===== config.mk =====
export PLATFORM = sky130hd
export DESIGN_NAME = button_debouncer
export DESIGN_NICKNAME = d
export VERILOG_FILES = /design/src/rtl/button_debouncer.sv
export SDC_FILE = /design/constraint.sdc
export NUM_CORES = 1
export LEC_CHECK = 0
export BUFFER_PORTS_ARGS = -buffer_cell sky130_fd_sc_hd__buf_2
export CORE_AREA = 5 5 42 44
export CTS_CLUSTER_SIZE = 10
export DETAILED_ROUTE_END_ITERATION = 8
export DIE_AREA = 0 0 47 49
export PLACE_DENSITY = 0.58
export SLEW_MARGIN = 5
export SYNTH_ARGS = -nofsm -noshare
export SYNTH_HDL_FRONTEND = slang
export SYNTH_SLANG_ARGS = --single-unit

===== constraint.sdc =====
create_clock -name clk_in -period 2.5 [get_ports clk_in]
set_input_delay 0.375 -clock clk_in [delete_from_list [all_inputs] [get_ports clk_in]]
set_output_delay 0.375 -clock clk_in [all_outputs]
set_load 0.01 [all_outputs]

===== src/rtl/button_debouncer.sv =====
`default_nettype none
// ============================================================================
//  Module      : button_debouncer
//  Description : Two-flop synchronizer followed by a four-state qualification
//                FSM.  A new input level is accepted only after the
//                synchronized input has held that level for DEBOUNCE_CYCLES+1
//                consecutive clock edges.  Accepted transitions update
//                level_out and raise a one-cycle rise_out or fall_out pulse.
//                busy_out is high while a candidate transition is pending.
//  Revision    : 1.0 - initial release
// ============================================================================
module button_debouncer #(
   parameter int unsigned DEBOUNCE_CYCLES = 4
) (
   input  logic clk_in,
   input  logic rst_n_in,
   input  logic level_in,
   output logic level_out,
   output logic rise_out,
   output logic fall_out,
   output logic busy_out
);

   // The counter only has to reach DEBOUNCE_CYCLES-1; the +1 keeps the width
   // at least one bit when DEBOUNCE_CYCLES is 1.
   localparam int unsigned    CNT_W    = $clog2(DEBOUNCE_CYCLES + 1);
   localparam logic [CNT_W-1:0] CNT_LAST = CNT_W'(DEBOUNCE_CYCLES - 1);
   localparam logic [CNT_W-1:0] CNT_ONE  = CNT_W'(1);

   typedef enum logic [1:0] {
      STABLE_LO = 2'd0,
      PEND_HI   = 2'd1,
      STABLE_HI = 2'd2,
      PEND_LO   = 2'd3
   } state_t;

   logic             sync1;
   logic             sync2;
   state_t           state;
   logic [CNT_W-1:0] cnt;

   // Two-flop synchronizer: only sync2 is ever looked at by the FSM.
   always_ff @(posedge clk_in or negedge rst_n_in) begin
      if (!rst_n_in) begin
         sync1 <= 1'b0;
         sync2 <= 1'b0;
      end else begin
         sync1 <= level_in;
         sync2 <= sync1;
      end
   end

   // Qualification FSM with all outputs registered alongside the state, so
   // busy_out tracks the PEND states exactly and pulses last one cycle.
   always_ff @(posedge clk_in or negedge rst_n_in) begin
      if (!rst_n_in) begin
         state     <= STABLE_LO;
         cnt       <= '0;
         level_out <= 1'b0;
         rise_out  <= 1'b0;
         fall_out  <= 1'b0;
         busy_out  <= 1'b0;
      end else begin
         // Pulses are one cycle wide unless an acceptance below re-asserts.
         rise_out <= 1'b0;
         fall_out <= 1'b0;
         case (state)
            STABLE_LO: begin
               if (sync2) begin
                  state    <= PEND_HI;
                  cnt      <= '0;
                  busy_out <= 1'b1;
               end
            end
            PEND_HI: begin
               if (!sync2) begin
                  // Glitch: drop the partial count entirely.
                  state    <= STABLE_LO;
                  cnt      <= '0;
                  busy_out <= 1'b0;
               end else if (cnt == CNT_LAST) begin
                  state     <= STABLE_HI;
                  cnt       <= '0;
                  level_out <= 1'b1;
                  rise_out  <= 1'b1;
                  busy_out  <= 1'b0;
               end else begin
                  cnt <= cnt + CNT_ONE;
               end
            end
            STABLE_HI: begin
               if (!sync2) begin
                  state    <= PEND_LO;
                  cnt      <= '0;
                  busy_out <= 1'b1;
               end
            end
            PEND_LO: begin
               if (sync2) begin
                  state    <= STABLE_HI;
                  cnt      <= '0;
                  busy_out <= 1'b0;
               end else if (cnt == CNT_LAST) begin
                  state     <= STABLE_LO;
                  cnt       <= '0;
                  level_out <= 1'b0;
                  fall_out  <= 1'b1;
                  busy_out  <= 1'b0;
               end else begin
                  cnt <= cnt + CNT_ONE;
               end
            end
            default: begin
               state     <= STABLE_LO;
               cnt       <= '0;
               level_out <= 1'b0;
               busy_out  <= 1'b0;
            end
         endcase
      end
   end

endmodule
`default_nettype wire


==> metrics.txt <==
CTS buffer count=3; Netlist Area Pre-Place=447 um2; number of global-route vias before repair=267; area growth from synthesis to layout=19.3%; Starting Density=0.319; ordered list of cells on the worst path=xor2_2 -> and3_1 -> o21a_1; global routing usage on met3=0.0664; transition time at the pin with the least slew margin=0.272 ns; Critical Path Sink Type=register; worst setup path category=reg2reg; largest vdd supply drop=0.461 mV; status=completed; global-route total usage across every layer=0.0792; Clock Sinks=11; Finished Core Util=0.380; number of levels the H-tree was split into=1; aggregate routed wire length=683 um; Yosys warning total=0; Port Buf Inserts=6; clock tree from TritonCTS=built; post-DP HPWL=516 um; Setup Total Neg Slack=0 ns; count of different cell masters after synthesis=18; Synth Register Bits=11; overall die width=47 um; average cell area after synthesis=11.5 um2; Clock Latency Late Sink=0.26 ns; Seq/Total Area, Yosys=0.616; startpoint type of the worst setup path=register; largest incremental delay on the critical path=0.47 ns; Period Utilization, post-route=0.473; maximum clock frequency=0.846 GHz; largest fanout on the critical path=6; worst path bufs/invs=0; minimum period implied by the final worst setup slack=1.18 ns; arrival time of data at the critical path endpoint=1.34 ns; Max Buffers Root-to-Sink=2; net total in the final layout=55; router iterations before antenna repair=4; FF+latch area=275 um2; count of mapped cells out of synthesis=39; CP Data Required Time=2.66 ns; average vias per placed instance=4.55; number of hold-slack violations in the final timing report=0; fraction of layout instances using a drive strength above 1=0.220; DRT iter0 DRCs=9; weighted congestion reported at the end of routability-driven placement=0.685; maximum capacitance violations=0; antenna cell count=0; maximum number of pins on one net before global-route repair=12; number of vias in the routed layout=300; headroom to the max-slew limit=0.817; path class of the lowest-slack min-delay path=in2reg; met2 GRT Util=0.0905; cell with the largest stage delay on the worst path=sky130_fd_sc_hd__dfrtp_1; gate family responsible for the most delay along the worst path=flip-flops; count of cells resized by post-cts repair=0; max-slew violations=0; most frequent standard cell in the layout excluding fill and tap cells=sky130_fd_sc_hd__dfrtp_1; Die ar.=2300 um2; gr ovfl total=0; final-report setup violation count=0; number of fill cells=148; commonest cells after routing, fill and taps aside=sky130_fd_sc_hd__dfrtp_1 (11), sky130_fd_sc_hd__buf_2 (6), sky130_fd_sc_hd__nand2_1 (5), sky130_fd_sc_hd__nor2_1 (4), sky130_fd_sc_hd__clkbuf_4 (3); Pwr Total=0.494 mW; Clock Skews=0.00558 ns; leakage power of the design=0.257 nW; Top Usage Layer GRT=met1; Pwr Density=926 nW/um2; Reg clk slew, reported paths=0.07 ns; setup repair after global routing missed its margin=no; FP Rows=14; Clk Tree Root Cell=sky130_fd_sc_hd__clkbuf_4; area used by multi-input combinational logic=164 um2; GRT met1 Usage=0.0940; remaining routing DRC violations=0; setup slack of the worst register-to-register path=1.32 ns; WL per Instance=10.3 um; core footprint=1400 um2; antenna violations before repair=0; Final ANT Viol Nets=0; wire length of the first global-routing pass=1.18 mm; boundary pin count=7; syn_nets=43; Chip Height=49 um
## sequential cells by signal, summed over array words and instances (netlist names), named ones only
signal,flops
busy_out,1
cnt,3
fall_out,1
level_out,1
rise_out,1
state,1
sync1,1
sync2,1
## report_power, final
part           total, mW  switching, mW  internal, mW
clock network      0.116         0.0548        0.0617
registers          0.257         0.0418         0.215
logic              0.121         0.0617        0.0589
total              0.494          0.158         0.335
## stage by stage
| stage | setup slack [ns] | cell area, um2 | std cells | hold slack [ns] |
|---|---|---|---|---|
| 5_1_grt | 1.23 | 533 | 66 | 0.191 |
| 6_report | 1.32 | 533 | 66 | 0.216 |
| 2_1_floorplan | 1.39 | 447 | 39 | 0.0794 |
| 3_5_place_dp | 1.33 | 497 | 61 | 0.255 |
| 3_3_place_gp | 1.34 | 497 | 61 | 0.256 |
| 4_1_cts | 1.31 | 533 | 66 | 0.206 |
## worst reg2reg max path, stage by stage, from the launching register on
cell	delay, ns
sky130_fd_sc_hd__dfrtp_1	0.47
sky130_fd_sc_hd__xor2_2	0.23
sky130_fd_sc_hd__and3_1	0.20
sky130_fd_sc_hd__o21a_1	0.18
## synth_stat cells
cell type / number / area share
sky130_fd_sc_hd__o21a_1: 1 / 0.017
sky130_fd_sc_hd__nand2b_1: 1 / 0.014
sky130_fd_sc_hd__inv_1: 2 / 0.017
sky130_fd_sc_hd__o21ai_2: 1 / 0.020
sky130_fd_sc_hd__ha_1: 1 / 0.028
sky130_fd_sc_hd__nor3b_1: 1 / 0.017
sky130_fd_sc_hd__dfrtp_1: 11 / 0.62
sky130_fd_sc_hd__xor2_2: 1 / 0.036
sky130_fd_sc_hd__o21ai_0: 2 / 0.022
sky130_fd_sc_hd__and3_1: 1 / 0.014
sky130_fd_sc_hd__o21ai_1: 1 / 0.011
sky130_fd_sc_hd__a21oi_1: 1 / 0.011
sky130_fd_sc_hd__and3b_1: 1 / 0.020
sky130_fd_sc_hd__xnor2_1: 1 / 0.020
sky130_fd_sc_hd__nand2_1: 5 / 0.042
sky130_fd_sc_hd__nor2_1: 4 / 0.034
sky130_fd_sc_hd__nand3b_1: 2 / 0.034
sky130_fd_sc_hd__o22ai_1: 2 / 0.028
## layout make-up
cell class,count,share of cell area
clock buffers,4,0.0493
inverters,2,0.0141
multi-input cells,26,0.308
flip-flops and latches,11,0.516
well taps,16,0.0376
repair buffers,7,0.0751
## per-layer routing
layer  wire (um)  part of all wire
met1         330              0.48
met3          57             0.083
met2         280              0.41
met4          14             0.020
met5           0                 0
## path summary, 6_finish.rpt
| path | start | depth (start not counted) | end |
|---|---|---|---|
| setup / recovery | register | 3 | cnt[2] |
| hold / removal | level_in | 1 | sync1 |
| setup reg to reg | register | 3 | cnt[2] |
| hold reg to reg | sync1 | 0 | sync2 |
| max in group asynchronous | rst_n_in | 2 | sync1 |
| min in group asynchronous | rst_n_in | 2 | busy_out |
## kinds of logic (layout without fill, tap and decap cells)
logic type | Yosys count | after routing | share of synthesized area
fa+ha+maj | 1 | 1 | 0.0280
buf+inv | 2 | 13 | 0.0168
flops | 11 | 11 | 0.616
compound gates | 8 | 8 | 0.109
xor+xnor | 2 | 2 | 0.0560
simple gates | 15 | 15 | 0.174
## timing repair
| item | 4_1_cts | 5_1_grt |
|---|---|---|
| hold buffers | 1 | 0 |
| endpoints found under the hold margin | 11 | 0 |
| buffers inserted | 0 | 0 |
Note: power is estimated with default switching activity, not from simulation.
